## src/rtl/param_mac_if.sv

```systemverilog
// Element/result handshake bundle for param_mac: operand feed on one side,
// accumulated result with backpressure on the other.
interface param_mac_if #(
    parameter int DATA_W = 8,
    parameter int ACC_W  = 16
);
    logic signed [DATA_W-1:0] a;
    logic signed [DATA_W-1:0] b;
    logic        [DATA_W-1:0] x;
    logic                     valid_in;
    logic                     in_ready;
    logic                     flush;
    logic signed [ACC_W-1:0]  f;
    logic                     out_valid;
    logic                     out_ready;
    logic                     overflow;

    modport master (
        output a, b, x, valid_in, flush, out_ready,
        input  in_ready, f, out_valid, overflow
    );

    modport slave (
        input  a, b, x, valid_in, flush, out_ready,
        output in_ready, f, out_valid, overflow
    );
endinterface

```

## src/rtl/param_mac.sv

```systemverilog
// Pipelined biased dot-product MAC: f = x + sum(a_i*b_i) over VEC_LEN pairs,
// with stall-on-backpressure, synchronous flush and optional saturation.
module param_mac #(
    parameter int DATA_W      = 8,
    parameter int ACC_W       = 16,
    parameter int VEC_LEN     = 3,
    parameter int MULT_STAGES = 1,
    parameter int SAT_EN      = 0
) (
    input  logic        clk,
    input  logic        reset_n,
    param_mac_if.slave  bus
);
    localparam int PROD_W = 2 * DATA_W;
    localparam int CNT_W  = (VEC_LEN > 1) ? $clog2(VEC_LEN) : 1;

    function automatic logic add_ovf(input logic signed [ACC_W-1:0] op_a,
                                     input logic signed [ACC_W-1:0] op_b,
                                     input logic signed [ACC_W-1:0] sum);
        return (op_a[ACC_W-1] == op_b[ACC_W-1]) && (sum[ACC_W-1] != op_a[ACC_W-1]);
    endfunction

    function automatic logic signed [ACC_W-1:0] saturate(input logic signed [ACC_W-1:0] sum,
                                                         input logic ovf,
                                                         input logic neg);
        if ((SAT_EN != 0) && ovf)
            return neg ? {1'b1, {(ACC_W-1){1'b0}}} : {1'b0, {(ACC_W-1){1'b1}}};
        return sum;
    endfunction

    logic [CNT_W-1:0] elem_cnt;
    logic             ready_q;
    logic             stall;
    logic             accept;

    logic signed [DATA_W-1:0] a_p0, b_p0;
    logic        [DATA_W-1:0] x_p0;
    logic                     vld_p0, first_p0, last_p0;

    logic signed [PROD_W-1:0] prod_p1 [MULT_STAGES];
    logic        [DATA_W-1:0] x_p1    [MULT_STAGES];
    logic [MULT_STAGES-1:0]   vld_p1, first_p1, last_p1;

    logic signed [ACC_W-1:0]  prod_p2;
    logic        [DATA_W-1:0] x_p2;
    logic                     vld_p2, first_p2, last_p2;

    logic signed [ACC_W-1:0]  acc_base, acc_sum, acc_next;
    logic                     ovf_now;

    // A held result freezes the whole pipeline, so nothing new may enter either.
    assign stall        = bus.out_valid & ~bus.out_ready;
    assign bus.in_ready = ready_q & ~stall & ~bus.flush;
    assign accept       = bus.valid_in & bus.in_ready;

    always_comb begin
        acc_base = first_p2 ? $signed(ACC_W'(x_p2)) : bus.f;
        acc_sum  = acc_base + prod_p2;
        ovf_now  = add_ovf(acc_base, prod_p2, acc_sum);
        acc_next = saturate(acc_sum, ovf_now, acc_base[ACC_W-1]);
    end

    // Control and architecturally visible state
    always_ff @(posedge clk or negedge reset_n) begin
        if (!reset_n) begin
            ready_q       <= 1'b0;
            elem_cnt      <= '0;
            vld_p0        <= 1'b0;
            vld_p1        <= '0;
            vld_p2        <= 1'b0;
            bus.out_valid <= 1'b0;
            bus.f         <= '0;
            bus.overflow  <= 1'b0;
        end else begin
            ready_q <= 1'b1;
            if (bus.flush) begin
                elem_cnt      <= '0;
                vld_p0        <= 1'b0;
                vld_p1        <= '0;
                vld_p2        <= 1'b0;
                bus.out_valid <= 1'b0;
            end else if (!stall) begin
                if (accept)
                    elem_cnt <= (elem_cnt == CNT_W'(VEC_LEN-1)) ? '0 : elem_cnt + CNT_W'(1);
                vld_p0    <= accept;
                vld_p1[0] <= vld_p0;
                for (int k = 1; k < MULT_STAGES; k++)
                    vld_p1[k] <= vld_p1[k-1];
                vld_p2        <= vld_p1[MULT_STAGES-1];
                bus.out_valid <= vld_p2 & last_p2;
                if (vld_p2) begin
                    bus.f        <= acc_next;
                    bus.overflow <= first_p2 ? ovf_now : (bus.overflow | ovf_now);
                end
            end
        end
    end

    // Stage p0: input capture
    always_ff @(posedge clk) begin
        if (accept) begin
            a_p0     <= bus.a;
            b_p0     <= bus.b;
            x_p0     <= bus.x;
            first_p0 <= (elem_cnt == '0);
            last_p0  <= (elem_cnt == CNT_W'(VEC_LEN-1));
        end
    end

    // Stage p1: multiplier register chain; stage p2: sign-extended product
    always_ff @(posedge clk) begin
        if (!stall) begin
            prod_p1[0]  <= PROD_W'(a_p0) * PROD_W'(b_p0);
            x_p1[0]     <= x_p0;
            first_p1[0] <= first_p0;
            last_p1[0]  <= last_p0;
            for (int k = 1; k < MULT_STAGES; k++) begin
                prod_p1[k]  <= prod_p1[k-1];
                x_p1[k]     <= x_p1[k-1];
                first_p1[k] <= first_p1[k-1];
                last_p1[k]  <= last_p1[k-1];
            end
            prod_p2  <= ACC_W'(prod_p1[MULT_STAGES-1]);
            x_p2     <= x_p1[MULT_STAGES-1];
            first_p2 <= first_p1[MULT_STAGES-1];
            last_p2  <= last_p1[MULT_STAGES-1];
        end
    end
endmodule

```

## src/flat_wrapper.sv

```systemverilog
// flat-port wrapper written by rule: the top's interface ports become plain ports
module param_mac_flat 
#(
    parameter int DATA_W      = 8,
    parameter int ACC_W       = 16,
    parameter int VEC_LEN     = 3,
    parameter int MULT_STAGES = 1,
    parameter int SAT_EN      = 0
)
  (clk, reset_n, bus_a, bus_b, bus_x, bus_valid_in, bus_flush, bus_out_ready, bus_in_ready, bus_f, bus_out_valid, bus_overflow);
  param_mac_if #(.DATA_W(DATA_W), .ACC_W(ACC_W)) bus_i ();
  input  logic clk;
  input  logic reset_n;
  input wire logic [$bits(bus_i.a)-1:0] bus_a;
  input wire logic [$bits(bus_i.b)-1:0] bus_b;
  input wire logic [$bits(bus_i.x)-1:0] bus_x;
  input wire logic [$bits(bus_i.valid_in)-1:0] bus_valid_in;
  input wire logic [$bits(bus_i.flush)-1:0] bus_flush;
  input wire logic [$bits(bus_i.out_ready)-1:0] bus_out_ready;
  output wire logic [$bits(bus_i.in_ready)-1:0] bus_in_ready;
  output wire logic [$bits(bus_i.f)-1:0] bus_f;
  output wire logic [$bits(bus_i.out_valid)-1:0] bus_out_valid;
  output wire logic [$bits(bus_i.overflow)-1:0] bus_overflow;
  assign bus_i.a = bus_a;
  assign bus_i.b = bus_b;
  assign bus_i.x = bus_x;
  assign bus_i.valid_in = bus_valid_in;
  assign bus_i.flush = bus_flush;
  assign bus_i.out_ready = bus_out_ready;
  assign bus_in_ready = bus_i.in_ready;
  assign bus_f = bus_i.f;
  assign bus_out_valid = bus_i.out_valid;
  assign bus_overflow = bus_i.overflow;
  param_mac #(.DATA_W(DATA_W), .ACC_W(ACC_W), .VEC_LEN(VEC_LEN), .MULT_STAGES(MULT_STAGES), .SAT_EN(SAT_EN)) u_core (.clk(clk), .reset_n(reset_n), .bus(bus_i));
endmodule
```

## config.mk

```make
export PLATFORM = sky130hd
export DESIGN_NAME = param_mac_flat
export DESIGN_NICKNAME = d
export VERILOG_FILES = /design/src/rtl/param_mac_if.sv /design/src/rtl/param_mac.sv /design/src/flat_wrapper.sv
export SDC_FILE = /design/constraint.sdc
export NUM_CORES = 1
export LEC_CHECK = 0
export BUFFER_PORTS_ARGS = -buffer_cell sky130_fd_sc_hd__buf_2
export CAP_MARGIN = 15
export CORE_ASPECT_RATIO = 0.7
export CORE_MARGIN = 5
export CORE_UTILIZATION = 30
export CTS_CLUSTER_DIAMETER = 40
export DETAILED_ROUTE_END_ITERATION = 8
export MAX_ROUTING_LAYER = met4
export PLACE_DENSITY = 0.47
export SYNTH_ARGS = -nofsm -noshare
export SYNTH_HDL_FRONTEND = slang
export SYNTH_SLANG_ARGS = --single-unit
```

## constraint.sdc

```tcl
create_clock -name clk -period 6.2 [get_ports clk]
set_input_delay 0.31 -clock clk [delete_from_list [all_inputs] [get_ports clk]]
set_output_delay 0.31 -clock clk [all_outputs]
set_load 0.005 [all_outputs]
```

==> out/qor.txt <==
Fin nets - 744
Total number of vias - 3,849
Die H - 135 µm
Synth area leader - edfxtp_1
Share of the synthesized area in the top cell type - 35.1%
Setup_tns - 0 ns
Lkg Pwr - 0.00329 µW
DRC Markers - 0
Clock Skews - 0.0124 ns
CP Class - register to register
Gate Count Post-Synth - 561
Worst r2r src - u_core.b_p0[4]
CP Launch Point - u_core.b_p0[4]
Area grow syn2layout - 13.6%
Syn_nets - 690
Starting Density - 30.6%
Slew Limit Fails - 0
Final setup viols - 0
CP max FO - 8
CTS Hold Buffers Added - 1
Worst-path clk slew - 0.08 ns
CTS tree - built
I/O Buffers - 47
DP Worst Slack - 1.49 ns
Die Wd - 188 µm
Final hold slack - 0.124 ns
Non-filler cells, final - 902
Mapped Area - 6680 µm²
First-pass GRT wire length - 21.6 mm
Finished Core Util - 34.8%
Worst setup EP type - register
DRT iter0 DRCs - 179
DR vias/cell - 4.27
Status - finished clean
Arr. time, crit path - 4.83 ns
Worst Hold Class - input port to register
Post-DP HPWL - 9.94 mm
Antenna cells - 0
Post-CTS setup buffers - 0
CTS max path bufs - 2
Clock root buffer - clkbuf_16
WP data required - 6.31 ns
Period utilisation layout - 76.2%
Clk sinks - 102
Post-CTS sizing - 0
Max Cap Violations - 0
Fmax - 212 MHz
RSZ-0062 raised after global routing - no
Reg2Reg Depth - 16
Clk_lat worst skew - 0.36 ns
Fin crit period - 4.72 ns
Worst slew pin tran - 0.972 ns
Core region area - 21,800 µm²
Rel. slew slack - 35.0%
Synth warnings - 0
Post-synth EDFFs - 78
Remaining antenna violation count - 0
Pin count of the biggest net entering global routing - 58
Main synth FF type - edfxtp_1
Ports - 48
Die outline area - 25,400 µm²
Mean Syn Cell Area - 11.9 µm²
GRT Total Usage - 11.1%
Top post-synthesis cells by area - edfxtp_1 (35%), fa_1 (17%), dfrtp_1 (9.0%)
DR pass1 iterations - 4
# fillers - 2,169
Total congestion overflow - 0
Htree depth - 3
Peak supply drop - 0.000144 V
Startpoint types - register
Worst R2R End - u_core.prod_p1[0][15]
Setup crit end - u_core.prod_p1[0][15]
PnR worst setup slack - 1.48 ns
PD cells - 322 nW/µm²
Final wirelength - 12.5 mm
Final hold vios - 0
Rows - 45
Register-to-register path setup slack - 1.48 ns
Cts bufs inserted - 9
Layout cells sized above 1 - 13.7%
Synth async-reset ratio - 23.5%
Placed insts - 885
Yosys cell types - 55
Vias in the first global route - 4,074
Routed WL per cell - 13.9 µm
Initial antenna violation count - 0
Synthesized flop and latch total - 102
Routability Congestion - 0.850
Sequential share of the synthesized area - 44.1%
-- per-layer routing --
layer	up-vias	global-route usage [%]	wire length, µm
li1	1979	-	-
met3	9	3.07	471
met5	-	-	0
met4	0	2.97	193
met2	59	15.3	5070
met1	1802	15.9	6800
-- synthesized netlist by cell type (all sizes together) (2+ instances only) --
master  count
nor2b      22
o21ai      27
a21o        5
inv        84
xor2        5
buf         4
clkbuf      3
o21a        3
xnor2      20
or3         2
a211o       2
mux2        9
nor2       11
and2       48
nand3       5
fa         56
o211ai      4
edfxtp     78
nand2b      9
a21oi      16
nand2      42
nand3b      2
dfrtp      24
ha         44
mux2i       3
a211oi      4
nor3        5
nand4       2
a21boi      2
o31ai       4
-- worst max-delay path, stage by stage (launching register included) --
cell and delay, ns:
edfxtp_1 0.51, and2_1 0.23, fa_1 0.55, inv_1 0.06, fa_1 0.47, inv_1 0.06, fa_1 0.53, inv_1 0.05
fa_1 0.52, inv_1 0.04, ha_1 0.32, o21ai_1 0.09, o21bai_1 0.10, a2111o_1 0.39, a221oi_2 0.29, o21ai_1 0.12
xnor2_1 0.13
-- how the worst min path moves through the flow --
| stage | endpoint | from | depth (start not counted) |
|---|---|---|---|
| 2_1_floorplan | u_core.bus.f[0] | reset_n | 0 |
| 3_3_place_gp | u_core.bus.f[6] | reset_n | 1 |
| 3_5_place_dp | u_core.bus.f[5] | reset_n | 1 |
| 4_1_cts | u_core.x_p0[7] | bus_x[7] | 1 |
| 5_1_grt | u_core.x_p0[4] | bus_x[4] | 1 |
| 6_report | u_core.x_p0[7] | bus_x[7] | 1 |
-- cells by family after synthesis --
| logic type | after synthesis | synth area share, % |
|---|---|---|
| AO/OA/AOI/OAI | 79 | 8.34 |
| XOR/XNOR | 25 | 3.28 |
| adder cells (fa/ha/maj) | 100 | 25.0 |
| buffers and inverters | 91 | 5.19 |
| flip-flops | 102 | 44.1 |
| multiplexers | 12 | 1.97 |
| other | 1 | 0.0562 |
| AND/OR/NAND/NOR | 151 | 12.0 |
-- state kept, by name, indices dropped and copies added (netlist names) --
| name | count |
|---|---|
| u_core.bus.f | 16 |
| u_core.last_p0 | 1 |
| u_core.prod_p2 | 16 |
| u_core.x_p2 | 8 |
| u_core.vld_p2 | 1 |
| u_core.b_p0 | 8 |
| u_core.vld_p1 | 1 |
| u_core.bus.out_valid | 1 |
| u_core.first_p2 | 1 |
| u_core.x_p1 | 8 |
| u_core.x_p0 | 8 |
| u_core.prod_p1 | 16 |
| u_core.bus.overflow | 1 |
| u_core.last_p1 | 1 |
| u_core.first_p1 | 1 |
| u_core.elem_cnt | 2 |
| u_core.vld_p0 | 1 |
| u_core.last_p2 | 1 |
| u_core.first_p0 | 1 |
| u_core.ready_q | 1 |
| u_core.a_p0 | 8 |
-- cell usage in the layout, fill, tap and decap left out, drive strengths merged, types with 2 or more instances in the layout --
master  count
a211o       2
a211oi      4
a21boi      2
a21o        5
a21oi      16
and2       48
buf        49
clkbuf      9
clkinv      3
dfrtp      24
edfxtp     78
fa         56
ha         44
inv        86
mux2        9
mux2i       3
nand2      42
nand2b      9
nand3       5
nand3b      2
nand4       2
nor2       11
nor2b      22
nor3        5
o211ai      4
o21a        3
o21ai      27
o31ai       4
or3         2
xnor2      20
xor2        5
-- report_power, final --
group          total (µW)  switching, µW  internal, µW
combinational         866            468           398
clock                 601            275           326
sequential            972           69.3           902
-- layout make-up --
| class | instances | area (µm²) | area share (%) |
|---|---|---|---|
| clock buffer | 9 | 225 | 2.97 |
| timing repair buffer | 50 | 260 | 3.43 |
| tap | 282 | 353 | 4.65 |
| inverter | 84 | 315 | 4.16 |
| clock inverter | 7 | 101 | 1.34 |
| sequential | 102 | 2940 | 38.8 |
| multi-input combinational | 368 | 3390 | 44.7 |
-- stage by stage --
stage,total power [µW],instance area [µm²]
final,2440,7590
after global routing,2650,7590
after CTS,2480,7590
after detailed placement,1860,7250
after global placement,1840,7250
after floorplan,1640,6680
Note: power is estimated with default switching activity, not from simulation.
